[src/rtl/uc_dsp_pkg.sv]
// rtl/uc_dsp_pkg.sv - shared constants and helpers for the upconversion DSP chain
package uc_dsp_pkg;

  function automatic int clog2(input int v);
    int r;
    r = 0;
    while ((1 << r) < v) r++;
    return r;
  endfunction

  function automatic logic [63:0] unity_gain(input int gfrac);
    return 64'd1 << gfrac;
  endfunction

  function automatic logic [63:0] dac_mid(input int ow);
    return 64'd1 << (ow - 1);
  endfunction

  // Clamp v to the signed range of a w-bit word.
  function automatic logic signed [63:0] saturate(input logic signed [63:0] v, input int w);
    logic signed [63:0] hi;
    logic signed [63:0] lo;
    hi = (64'sd1 <<< (w - 1)) - 64'sd1;
    lo = -(64'sd1 <<< (w - 1));
    if (v > hi) return hi;
    else if (v < lo) return lo;
    else return v;
  endfunction

endpackage

[src/rtl/mixer_adder_tree.sv]
// rtl/mixer_adder_tree.sv - registered pairwise adder tree with valid pipeline
module mixer_adder_tree
  import uc_dsp_pkg::*;
#(
  parameter int NCH = 2,
  parameter int DW  = 16,
  parameter int SW  = DW + clog2(NCH)
) (
  input  logic                 sys_clk,
  input  logic                 rst,
  input  logic                 in_valid,
  input  logic [NCH*DW-1:0]    in_data,
  output logic signed [SW-1:0] sum,
  output logic                 sum_valid
);

  localparam int LV = clog2(NCH);

  function automatic int lvl_cnt(input int l);
    return (NCH + (1 << l) - 1) >> l;
  endfunction

  function automatic int clampi(input int i);
    return (i < NCH) ? i : NCH - 1;
  endfunction

  logic signed [SW-1:0] ext [NCH];

  always_comb begin
    for (int k = 0; k < NCH; k++) ext[k] = SW'($signed(in_data[k*DW +: DW]));
  end

  if (LV == 0) begin : g_flat
    assign sum       = ext[0];
    assign sum_valid = in_valid;
  end else begin : g_tree
    for (genvar l = 0; l < LV; l++) begin : lv
      logic signed [SW-1:0] d [NCH];
      logic signed [SW-1:0] q [NCH];
      logic                 dv;
      logic                 v;

      if (l == 0) begin : g_first
        always_comb begin
          for (int k = 0; k < NCH; k++) d[k] = ext[k];
        end
        assign dv = in_valid;
      end else begin : g_next
        always_comb begin
          for (int k = 0; k < NCH; k++) d[k] = lv[l-1].q[k];
        end
        assign dv = lv[l-1].v;
      end

      // An odd leftover operand is carried through this level unchanged.
      always_ff @(posedge sys_clk or posedge rst) begin
        if (rst) begin
          v <= 1'b0;
          for (int k = 0; k < NCH; k++) q[k] <= '0;
        end else begin
          v <= dv;
          for (int j = 0; j < NCH; j++) begin
            if (j < lvl_cnt(l + 1)) begin
              if (2 * j + 1 < lvl_cnt(l)) q[j] <= d[clampi(2 * j)] + d[clampi(2 * j + 1)];
              else                        q[j] <= d[clampi(2 * j)];
            end else begin
              q[j] <= '0;
            end
          end
        end
      end
    end

    assign sum       = lv[LV-1].q[0];
    assign sum_valid = lv[LV-1].v;
  end

endmodule

[src/rtl/dac_channel_mixer.sv]
// rtl/dac_channel_mixer.sv - N-channel gain, saturate and sum stage feeding the DAC
module dac_channel_mixer
  import uc_dsp_pkg::*;
#(
  parameter int NCH   = 2,
  parameter int DW    = 16,
  parameter int GW    = 32,
  parameter int GFRAC = 30,
  parameter int OW    = 14,
  parameter int CNTW  = 16
) (
  input  logic                                   sys_clk,
  input  logic                                   rst,
  input  logic                                   in_valid,
  input  logic [NCH*DW-1:0]                      ch_data,
  input  logic [NCH-1:0]                         ch_enable,
  input  logic                                   gain_wr_en,
  input  logic [((clog2(NCH) > 0) ? clog2(NCH) : 1)-1:0] gain_wr_idx,
  input  logic [GW-1:0]                          gain_wr_data,
  input  logic                                   gain_commit,
  input  logic                                   sync_in,
  output logic                                   commit_pending,
  output logic [OW-1:0]                          dac_data,
  output logic                                   dac_valid,
  output logic [NCH-1:0]                         ovf_sticky,
  output logic [CNTW-1:0]                        ovf_count,
  input  logic                                   ovf_clear
);

  localparam int LV = clog2(NCH);
  localparam int SW = DW + LV;
  localparam int PW = DW + GW + 1;

  logic [GW-1:0] shadow_q [NCH];
  logic [GW-1:0] shadow_d [NCH];
  logic [GW-1:0] active_q [NCH];
  logic          apply;

  always_comb begin
    for (int k = 0; k < NCH; k++) shadow_d[k] = shadow_q[k];
    if (gain_wr_en && (int'(gain_wr_idx) < NCH)) shadow_d[gain_wr_idx] = gain_wr_data;
  end

  // A write landing in the apply cycle is part of the committed set.
  assign apply = (commit_pending | gain_commit) & sync_in;

  always_ff @(posedge sys_clk or posedge rst) begin
    if (rst) begin
      commit_pending <= 1'b0;
      for (int k = 0; k < NCH; k++) begin
        shadow_q[k] <= GW'(unity_gain(GFRAC));
        active_q[k] <= GW'(unity_gain(GFRAC));
      end
    end else begin
      commit_pending <= apply ? 1'b0 : (commit_pending | gain_commit);
      for (int k = 0; k < NCH; k++) begin
        shadow_q[k] <= shadow_d[k];
        if (apply) active_q[k] <= shadow_d[k];
      end
    end
  end

  logic signed [PW-1:0] prod_d [NCH];
  logic signed [PW-1:0] prod_q [NCH];
  logic                 s1_valid;

  always_comb begin
    for (int k = 0; k < NCH; k++) begin
      logic signed [DW-1:0] samp;
      samp      = ch_enable[k] ? $signed(ch_data[k*DW +: DW]) : '0;
      prod_d[k] = PW'(samp) * $signed({1'b0, active_q[k]});
    end
  end

  logic [NCH*DW-1:0] s2_d;
  logic [NCH*DW-1:0] s2_q;
  logic [NCH-1:0]    sat_d;
  logic              s2_valid;

  always_comb begin
    for (int k = 0; k < NCH; k++) begin
      logic signed [PW-1:0] shifted;
      logic signed [63:0]   wide;
      logic signed [63:0]   clamped;
      shifted            = prod_q[k] >>> GFRAC;
      wide               = 64'(shifted);
      clamped            = saturate(wide, DW);
      s2_d[k*DW +: DW]   = clamped[DW-1:0];
      sat_d[k]           = s1_valid && (clamped != wide);
    end
  end

  always_ff @(posedge sys_clk or posedge rst) begin
    if (rst) begin
      s1_valid <= 1'b0;
      s2_valid <= 1'b0;
      s2_q     <= '0;
      for (int k = 0; k < NCH; k++) prod_q[k] <= '0;
    end else begin
      s1_valid <= in_valid;
      s2_valid <= s1_valid;
      s2_q     <= s2_d;
      for (int k = 0; k < NCH; k++) prod_q[k] <= prod_d[k];
    end
  end

  always_ff @(posedge sys_clk or posedge rst) begin
    if (rst) begin
      ovf_sticky <= '0;
      ovf_count  <= '0;
    end else if (ovf_clear) begin
      ovf_sticky <= '0;
      ovf_count  <= '0;
    end else begin
      ovf_sticky <= ovf_sticky | sat_d;
      if ((|sat_d) && (ovf_count != {CNTW{1'b1}})) ovf_count <= ovf_count + 1'b1;
    end
  end

  logic signed [SW-1:0] tree_sum;
  logic                 tree_valid;

  mixer_adder_tree #(
    .NCH (NCH),
    .DW  (DW),
    .SW  (SW)
  ) u_tree (
    .sys_clk   (sys_clk),
    .rst       (rst),
    .in_valid  (s2_valid),
    .in_data   (s2_q),
    .sum       (tree_sum),
    .sum_valid (tree_valid)
  );

  // Inverting the MSB of the truncated sum yields offset binary.
  always_ff @(posedge sys_clk or posedge rst) begin
    if (rst) begin
      dac_data  <= OW'(dac_mid(OW));
      dac_valid <= 1'b0;
    end else begin
      dac_data  <= {~tree_sum[SW-1], tree_sum[SW-2 -: OW-1]};
      dac_valid <= tree_valid;
    end
  end

endmodule

[config.mk]
export PLATFORM = sky130hd
export DESIGN_NAME = dac_channel_mixer
export DESIGN_NICKNAME = d
export VERILOG_FILES = /design/src/rtl/uc_dsp_pkg.sv /design/src/rtl/mixer_adder_tree.sv /design/src/rtl/dac_channel_mixer.sv
export SDC_FILE = /design/constraint.sdc
export NUM_CORES = 2
export LEC_CHECK = 0
export BUFFER_PORTS_ARGS = -buffer_cell sky130_fd_sc_hd__buf_2
export CAP_MARGIN = 40
export CORE_AREA = 2 2 258 260
export DETAILED_ROUTE_END_ITERATION = 10
export DIE_AREA = 0 0 260 262
export GPL_TIMING_DRIVEN = 1
export PLACE_DENSITY = 0.84
export SLEW_MARGIN = 40
export SYNTH_ARGS = -nofsm -noshare
export SYNTH_HDL_FRONTEND = slang
export SYNTH_HIERARCHICAL = 1
export SYNTH_SLANG_ARGS = --single-unit
[constraint.sdc]
create_clock -name sys_clk -period 11.7 [get_ports sys_clk]
set_clock_uncertainty 0.15 [all_clocks]
set_input_delay 0.585 -clock sys_clk [delete_from_list [all_inputs] [get_ports sys_clk]]
set_output_delay 0.585 -clock sys_clk [all_outputs]
set_load 0.02 [all_outputs]
==> impl_metrics.toml <==
[global_routing]
grt_pass1_vias = 33330
grt_antenna_before_repair = 4
grt_pass1_wl_um = 174100
grt_start_max_net_pins = 133
grt_overflow_total = 0
track_usage_pct = 32.81

[cts]
root_buffer = "clkbuf_16"
clock-sinks = 249
cts_tree = "done"
clk_pin_slew_worst_paths_ns = 0.06
post-cts-setup-buffers = 0
clk_path_buf_depth = 3
clk_latency_ns = 0.58
cts_made_buffers = 28
htree_levels = 1

[timing]
slew_headroom_pct = 39.64
grt_setup_unrepaired = "no"
finalHoldViolations = 0
setup_viol = 0
worst_pin_slew_ns = 0.9054
timing.final.max_slew_violations = 0
period_share_pct = 66.43
tns_ns = 0
fin_crit_ns = 7.772
max_freq_ghz = 0.1287

[synth]
synth_area_um2 = 41920
syn_inst = 4438
syn_avg_cell_area_um2 = 9.445
synth_fp_nets = 5668
ys_warn_count = 6

[floorplan]
start_util_pct = 64.22
rows = 94
dieWidth_um = 260
die_y_um = 262
core_region_area_um2 = 65280
pin_count = 108
dieArea_um2 = 68120

[critical_path]
reg2reg_setup_slack_ns = 4.73
path_class = "input port to flip-flop"
reg2reg_depth = 19
arrival_ns = 8.11
timing.rr.start = "active_q[56]"
end_kind = "flip-flop"
crit_fanout = 102
crit_chain = "buf_4 -> and2_1 -> buf_4 -> nand2_1 -> fa_1 -> inv_1 -> fa_1 -> fa_1 -> fa_1 -> fa_1 -> inv_1 -> fa_1 -> inv_1 -> ha_1 -> a21oi_1 -> o21ai_1 -> a2111oi_0 -> o31a_1 -> inv_1 -> a31oi_4 -> o21ai_2 -> a221oi_2 -> xnor2_1"
cp_slowest_cell = "and2_1"
startpoint_type = "input port"
critPathMaxStageDelay_ns = 0.75
cp_common_cell = "fa_1"
worstPathRequired_ns = 12.04
r2r-end = "prod_q[96]"

[route]
postRouteWirelength_um = 107100
postRouteAntennaNets = 0
drtIter0Drc = 3022
dr_total_vias = 31170
wl_per_cell_um = 20.36
drc = 0
first_pass_iters = 6
viasPerCell = 5.925

[layout]
final_cell_mix = "inv_1 (1,063), fa_1 (835), nand2_1 (575)"
postLayoutCellArea_um2 = 43960
fin_cells = 5261
final_common_cell = "inv_1"
antenna_cells = 0
nets = 5605
syn_to_final_growth_pct = 4.887
nFillCells = 4962
drive_gt1_share_pct = 8.870

[flow_run]
drv_cap = 0

[min_path]
min_path_cells = 2
hold_end = "commit_pending"
hold_path_class = "input port to flip-flop"
min_from = "sync_in"

[outcome]
status = "completed"

[placement]
place.port_buffers = 107
place_area_um2 = 42920
placed_cells = 5206
hpwlAfterDp_um = 81100
place.gp.congestion = 0.9607
## metal layers
metal	GRT usage [%]	share of wire [%]	wire, um	vias up
li1	-	-	-	13340
met5	0	0.014	15	-
met1	43.36	37	39790	15620
met4	13.76	4.7	5008	2
met3	7.051	11	11880	420
met2	53.07	47	50420	1785
## per-stage QoR
step,worst slack [ns],hold WS (ns),util [%]
2_1_floorplan,4.555,0.1812,-
3_3_place_gp,3.613,0.1845,65.74
3_5_place_dp,3.485,0.1847,65.75
4_1_cts,4.080,0.05169,67.30
5_1_grt,3.606,0.07041,67.35
6_report,3.928,0.06367,67.35
## worst max-delay path, delay by kind of cell
family                   cells  cell delay, ns
AO/OA/AOI/OAI                7            1.77
XOR/XNOR                     1            0.16
adder cells (fa/ha/maj)      7            3.34
buffers and inverters        6            1.32
AND/OR/NAND/NOR              2            0.86
## worst max-delay path by stage
stage | start | to | slack [ns]
final | ch_enable[1] | prod_q[39] | 3.93
after global routing | ch_enable[1] | prod_q[39] | 3.61
after global placement | ch_enable[1] | prod_q[38] | 3.61
after detailed placement | ch_enable[1] | prod_q[39] | 3.48
after floorplan | rst | active_q[0] | 4.56
after CTS | ch_enable[1] | prod_q[39] | 4.08
## flip-flops by register name, summed over array words and instances (netlist names)
| name | count |
|---|---|
| ovf_sticky | 2 |
| dac_valid | 1 |
| ovf_count | 16 |
| active_q | 64 |
| u_tree/sum | 14 |
| dac_data | 14 |
| shadow_q | 64 |
| s2_q | 32 |
| commit_pending | 1 |
| s1_valid | 1 |
| u_tree/sum_valid | 1 |
| prod_q | 38 |
| s2_valid | 1 |
## layout make-up
type,instances,area [um^2],share of cell area (%)
sequential,249,6242,14.20
clock inverter,15,221.5,0.5037
clock buffer,37,764.5,1.739
tap,864,1081,2.459
multi-input combinational,2887,30800,70.05
inverter,1064,4006,9.113
timing repair buffer,145,853.3,1.941
## what timing repair did
item / CTS / global route
hold endpoints to repair: 16 / 0
resized for setup: 0 / 0
hold buffers: 2 / 0
endpoints found under the setup margin: 0 / 0
Power is left out: the tool's default activity adds up to more than one toggle a clock period on the data nets, which glitch-free logic cannot reach.
